**src/rtl/scroll_ctrl.sv**
```systemverilog
// Vertical-scroll row-offset sequencer: run/stop, direction, speed and single-step control.
// Optional build macro SCROLL_BOUNCE_EN selects ping-pong scrolling instead of modulo wrap.
module scroll_ctrl #(
  parameter int ROWS  = 240,
  parameter int OFF_W = 8
) (
  input  logic             clk,
  input  logic             rst,
  input  logic             frame_start,
  input  logic             start_pulse,
  input  logic             dir_pulse,
  input  logic             step_pulse,
  input  logic [1:0]       speed,
  output logic [OFF_W-1:0] row_off,
  output logic             running,
  output logic             dir,
  output logic             wrap
);

  typedef enum logic [1:0] {STOP, RUN, STEP_PEND} state_t;

  localparam logic [OFF_W-1:0] LAST = OFF_W'(ROWS - 1);

  state_t           state;
  logic [2:0]       fcnt;
  logic [2:0]       limit;
  logic             take_step;
  logic [OFF_W-1:0] step_off;
  logic             step_wrap;
  logic             step_dir;

  assign limit = (3'd1 << speed) - 3'd1;

  // >= rather than == so a speed decrease mid-count steps on the very next frame
  assign take_step = frame_start && !start_pulse &&
                     ((state == RUN && fcnt >= limit) || state == STEP_PEND);

  always_comb begin
    step_off  = row_off;
    step_wrap = 1'b0;
    step_dir  = dir;
    if (!dir) begin
      if (row_off == '0) begin
        step_wrap = 1'b1;
`ifdef SCROLL_BOUNCE_EN
        step_off  = OFF_W'(1);
        step_dir  = 1'b1;
`else
        step_off  = LAST;
`endif
      end else begin
        step_off = row_off - 1'b1;
      end
    end else begin
      if (row_off == LAST) begin
        step_wrap = 1'b1;
`ifdef SCROLL_BOUNCE_EN
        step_off  = LAST - 1'b1;
        step_dir  = 1'b0;
`else
        step_off  = '0;
`endif
      end else begin
        step_off = row_off + 1'b1;
      end
    end
  end

  always_ff @(posedge clk) begin
    if (rst) begin
      state   <= STOP;
      fcnt    <= '0;
      row_off <= '0;
      dir     <= 1'b0;
      running <= 1'b0;
      wrap    <= 1'b0;
    end else begin
      wrap <= 1'b0;
      if (take_step) begin
        row_off <= step_off;
        wrap    <= step_wrap;
        // a bounce overrides a coincident dir_pulse
        dir     <= (step_dir != dir) ? step_dir : (dir ^ dir_pulse);
      end else if (dir_pulse) begin
        dir <= ~dir;
      end

      case (state)
        STOP: begin
          if (start_pulse) begin
            state   <= RUN;
            running <= 1'b1;
            fcnt    <= '0;
          end else if (step_pulse) begin
            state <= STEP_PEND;
          end
        end
        RUN: begin
          if (start_pulse) begin
            state   <= STOP;
            running <= 1'b0;
          end else if (frame_start) begin
            fcnt <= take_step ? 3'd0 : fcnt + 3'd1;
          end
        end
        STEP_PEND: begin
          if (start_pulse) begin
            state   <= RUN;
            running <= 1'b1;
            fcnt    <= '0;
          end else if (frame_start) begin
            state <= STOP;
          end
        end
        default: begin
          state   <= STOP;
          running <= 1'b0;
        end
      endcase
    end
  end

endmodule

```
**config.mk**
```make
export PLATFORM = sky130hd
export DESIGN_NAME = scroll_ctrl
export DESIGN_NICKNAME = d
export VERILOG_FILES = /design/src/rtl/scroll_ctrl.sv
export SDC_FILE = /design/constraint.sdc
export NUM_CORES = 1
export LEC_CHECK = 0
export CAP_MARGIN = 5
export CORE_AREA = 2 2 45 58
export DETAILED_ROUTE_END_ITERATION = 7
export DIE_AREA = 0 0 47 60
export GPL_ROUTABILITY_DRIVEN = 0
export PLACE_DENSITY = 0.75
export SLEW_MARGIN = 20
export SYNTH_ARGS = -nofsm -noshare
export SYNTH_HDL_FRONTEND = slang
export SYNTH_SLANG_ARGS = --single-unit
```
**constraint.sdc**
```tcl
create_clock -name clk -period 2.5 [get_ports clk]
set_input_delay 0.375 -clock clk [delete_from_list [all_inputs] [get_ports clk]]
set_output_delay 0.375 -clock clk [all_outputs]
set_load 0.05 [all_outputs]
```
======== Yosys cells after proc, flatten, opt, wreduce, memory -nomap -nowiden ========
Index checks and enable logic that the tools add are counted.
word-level totals
  bits in registers ....................... 16
  input bits .............................. 8
  output and inout bits ................... 11
  logic and storage cells ................. 60
operators by class
  $add $sub $neg .......................... 4
  magnitude comparators ................... 1
  equality and inequality tests ........... 9
  shift operators ......................... 1
  muxes and demuxes ....................... 22
  bitwise logic cells ..................... 3
  reductions and logical operators ........ 14
operators by type and width
  kind                                                                 number
  8-bit 2-to-1 mux                                                     3
  3-bit 2-to-1 mux                                                     4
  2-bit 2-to-1 mux                                                     5
  8-bit by 1-bit adder with 8-bit output (second input constant)       1
  8-bit == test (second input constant)                                1
  8-bit zero test                                                      1
  8-bit by 1-bit subtractor with 8-bit output (second input constant)  1
  1-bit 2-to-1 mux                                                     7
  2-bit inequality test (second input constant)                        3
  3-bit inequality test (second input constant)                        2
  2-bit case mux with 3 select lines                                   1
  3-bit case mux with 2 select lines                                   1
  4-bit AND reduction                                                  1
  2-bit nonzero test                                                   2
  2-bit OR reduction                                                   2
  3-bit by 1-bit adder with 3-bit output (second input constant)       1
  3-bit >= comparator                                                  1
  1-bit logical AND                                                    3
  3-bit AND reduction                                                  1
  1-bit by 2-bit left shift with 3-bit output (first input constant)   1
  3-bit by 1-bit subtractor with 3-bit output (second input constant)  1
  2-bit by 1-bit == test with 1-bit output (second input constant)     1
  2-bit == test (second input constant)                                1
  2-bit zero test                                                      1
  other kinds (7)                                                      8

======== Longest topological paths before layout ========
  depth in word-level cells ............... 10
  depth in mapped cells ................... 8
  depth with buffers taken out ............ 7

======== Least setup slack after synthesis ========
Ideal clock, no wire load.
  path type ............................... reg2reg
  from .................................... register row_off[0]
  to ...................................... register row_off[2]
  setup time .............................. 136 ps
  arrival ................................. 1883 ps
  required time ........................... 2364 ps
  slack ................................... 481 ps
  cell stages (with the launch flop) ...... 9
  path buffers ............................ 1
  clock period less this slack ............ 2019 ps
  cells stage by stage .................... dfxtp_1 > clkbuf_1 > inv_1 > ha_1 > or3b_2 > o21ai_2 > or3_1 > o211ai_1 > a31oi_1
between the ends
  longest elaborated chain between the ends .. 3
  elaborated cells on any way between the ends .. 7
  classes of those cells .................. add/sub (2); eq/ne (1); mux (3); reduce/logical (1)
ends and longest elaborated chain
  element                                                              line    RTL
  start, declared                                                      14      output logic [OFF_W-1:0] row_off,
  start signal, assigned                                               80      row_off <= step_off;
  8-bit by 1-bit subtractor with 8-bit output (tied with other cells)  52      step_off = row_off - 1'b1;
  8-bit 2-to-1 mux (on tied branches)                                  43, 55
  8-bit 2-to-1 mux *                                                   42      if (!dir) begin
Mark *: on every way between the ends. The rest lies on a longest branch, timed or not.
A chain may end at the register's enable or synchronous reset.

======== Worst setup path in the final report ========
  from .................................... input port speed[1]
  to ...................................... register row_off[0]
between the ends
  longest elaborated chain between the ends .. 6
ends and longest elaborated chain
  element                                      line  RTL
  start, declared                              13    input logic [1:0] speed,
  1-bit by 2-bit left shift with 3-bit output  32    assign limit = (3'd1 << speed) - 3'd1;
  3-bit by 1-bit subtractor with 3-bit output  32
  3-bit >= comparator                          36    ((state == RUN && fcnt >= limit) || state == STEP_PEND);
  1-bit logical AND                            36
  1-bit logical OR                             36
  1-bit logical AND                            35    assign take_step = frame_start && !start_pulse &&
No other way between the ends.

==> results.cfg <==
[cells_and_area]
final_area_mm2 = 0.001358
n_antenna_cell = 0
n_fill_cell = 227
nets = 184
layout_common_cells = nor2_1 (18), clkdlybuf4s50_1 (18), dfxtp_1 (16), nand2_1 (13), a21oi_1 (12)
multi_input_area_um2 = 737.0
area_delta_synth_final_pct = 20.29
final_layout_size_suffix_gt1_share_pct = 8.383
regArea_um2 = 320.3

[floorplanning]
fp.dieW_um = 47
die_area_mm2 = 0.002820
die_height_um = 60
initial_core_util_pct = 49.02
core_area_mm2 = 0.002302
io_pins = 19
fp-row-count = 20

[power_and_ir_drop]
p_clk_share_pct = 24.9
combPwrFrac_pct = 26.2
p_switching_mw = 0.1809
p_sw_share_pct = 32.29
p_leak_nw = 0.4833
seq_power_share_pct = 48.9
vdd_drop_max_mv = 0.2764
p_int_mw = 0.3794
powerDensity_mw_per_mm2 = 412.8

[logic_synthesis]
async_reset_ff_share_pct = 0
synthCells = 152
synth-seq-cells = 16
synthSimpleGateAreaFrac_pct = 30.16
synth-xor-area-share_pct = 2.328
muxShareOfSynthArea_pct = 1.774
syn_avg_cell_area_um2 = 7.425
yosysUniqueCellTypes = 44
synth_area_mm2 = 0.001129
synth_edf_count = 0
synth_top_family_by_area = simple AND/OR/NAND/NOR gates
syn_nets = 167
yosys_warnings = 0
synth_ff_type = dfxtp_1
synth_compound_area_share_pct = 23.28
synthAdderAreaFrac_pct = 7.761
ys_seq_area_share_pct = 28.38

[sta]
slew_violations = 0
fin_crit_sh_pct = 88.95
clock_skew_ps = 2.339
setup_viol = 0
clock.fmax_ghz = 0.4497
period_needed_ps = 2224
slew_headroom_pct = 58.41
worst_pin_slew_ps = 621.9
setup_tns_ps = 0
rsz0062_at_grt = false
finalHoldViolations = 0

[clock_network]
hold_buffers = 0
post_cts.resized_instances = 0
numCtsBuffers = 3
h-tree-depth = 1
clock_latency_ps = 290
post_cts_buffers = 0
cts.clk_slew.worst_paths_ps = 90
clkSinkCount = 16
clk_path_buf_depth = 2
root_buffer = clkbuf_4
cts_tree = built

[grt]
grtUsageTotal_pct = 21.49
antenna_found_initial = 0
grt_overflow = 0
grt_max_degree = 17
grt_pass1_vias = 991
grt_pass1_wl_um = 4374

[placed_design]
detailed_place_hpwl_um = 1937
port_buffers = 18
dpl_cell_area_mm2 = 0.001335

[setup_path]
end_kind = register
critPathLaunchType = input port
critPathRequiredTime_ps = 2700
crit_arrival_ps = 2420
r2r_slack_ps = 630
timing.rr.start = row_off[0]
worstRegToRegCells = 5
setup.worst_path.class = in -> reg
r2r_end = row_off[6]
critPathMaxFanout = 10

[routing]
drc_errors = 0
ant_nets = 0
viasPerCell = 5.735
drt_iter0_drc = 24
wl_per_cell_um = 13.19
via_count = 1147
drt_first_pass_iters = 4
routed_wl_um = 2637

[flow_run]
cap_violations = 0

[min_path]
min_path_type = reg -> reg
min_delay_worst_endpoint = fcnt[2]
whs_path_depth = 2
min_from = fcnt[2]

[outcome]
status = finished clean
==> area by class of cell <==
type | count | area share, %
clock buffer | 3 | 1.659
inverter | 7 | 1.935
multi-input combinational | 119 | 54.29
sequential | 16 | 23.59
tap | 33 | 3.041
timing repair buffer | 22 | 15.48
==> flip-flops by register name, summed over array words and instances (netlist names) <==
signal   cells
row_off      8
fcnt         3
state        2
dir          1
running      1
wrap         1
==> per-layer routing <==
metal	vias up	part of all wire, %	GRT usage [%]
li1	581	-	-
met1	524	46	29.57
met2	37	48	33.66
met3	5	4.6	2.719
met4	0	1.6	7.937
met5	-	0	0
==> worst max-delay path, cell delays in order <==
cell and delay, ps:
clkdlybuf4s50_1 420, or2_2 310, ha_1 280, nor2b_1 40, o21ai_1 240, a32o_1 410
a21oi_1 110, a311oi_1 240
==> cell families after synthesis <==
logic type,Yosys count
adder cells (fa/ha/maj),7
multiplexers,2
flip-flops,16
AND/OR/NAND/NOR,65
AO/OA/AOI/OAI,42
buffers and inverters,17
XOR/XNOR,3
==> metrics by stage <==
stage	util (%)	setup slack (ps)	hold WS [ps]	cells	power (mW)
global placement	57.99	57.86	476.5	197	0.4228
global route	58.97	152.3	515.7	200	0.5956
floorplan	-	480.7	453.7	152	0.3808
detailed placement	57.99	-17.09	477.1	197	0.4261
CTS	58.97	289.2	492.0	200	0.5601
finish	58.97	276.4	499.2	200	0.5604
==> power by group through the flow <==
| stage | combinational, mW | sequential, mW | clock, mW |
|---|---|---|---|
| floorplan | 0.0815 | 0.299 | 0 |
| global placement | 0.143 | 0.279 | 0 |
| detailed placement | 0.146 | 0.280 | 0 |
| CTS | 0.147 | 0.274 | 0.139 |
| global route | 0.162 | 0.276 | 0.158 |
| finish | 0.147 | 0.274 | 0.140 |
==> cells in the mapped netlist (2+ instances only) <==
master    count  area [um^2]
o21ai_0       8        40.04
xnor2_1       2        17.52
clkbuf_1      8        30.03
o211ai_1      3        22.52
a31oi_1       2        12.51
nor2b_1       2        12.51
nor3_1        3        15.01
a211oi_1      3        22.52
ha_1          7        87.58
nand4_1       2        12.51
dfxtp_1      16        320.3
mux2i_1       2        20.02
nand3_1      11        55.05
nor2_1       18        67.56
and3_1        3        18.77
inv_1         7        26.28
o21ai_1       4        20.02
nand2_1      13        48.80
a21oi_1      12        60.06
a32oi_1       2        17.52
==> how the worst max path moves through the flow <==
stage                     startpoint         end  slack (ps)
after CTS                   speed[1]  row_off[0]         290
after global routing        speed[1]  row_off[0]         150
after floorplan           row_off[0]  row_off[2]         480
final                       speed[1]  row_off[0]         280
after global placement      speed[1]  row_off[0]          60
after detailed placement    speed[1]  row_off[0]         -20
No activity file was read; power rests on OpenSTA's default activity.
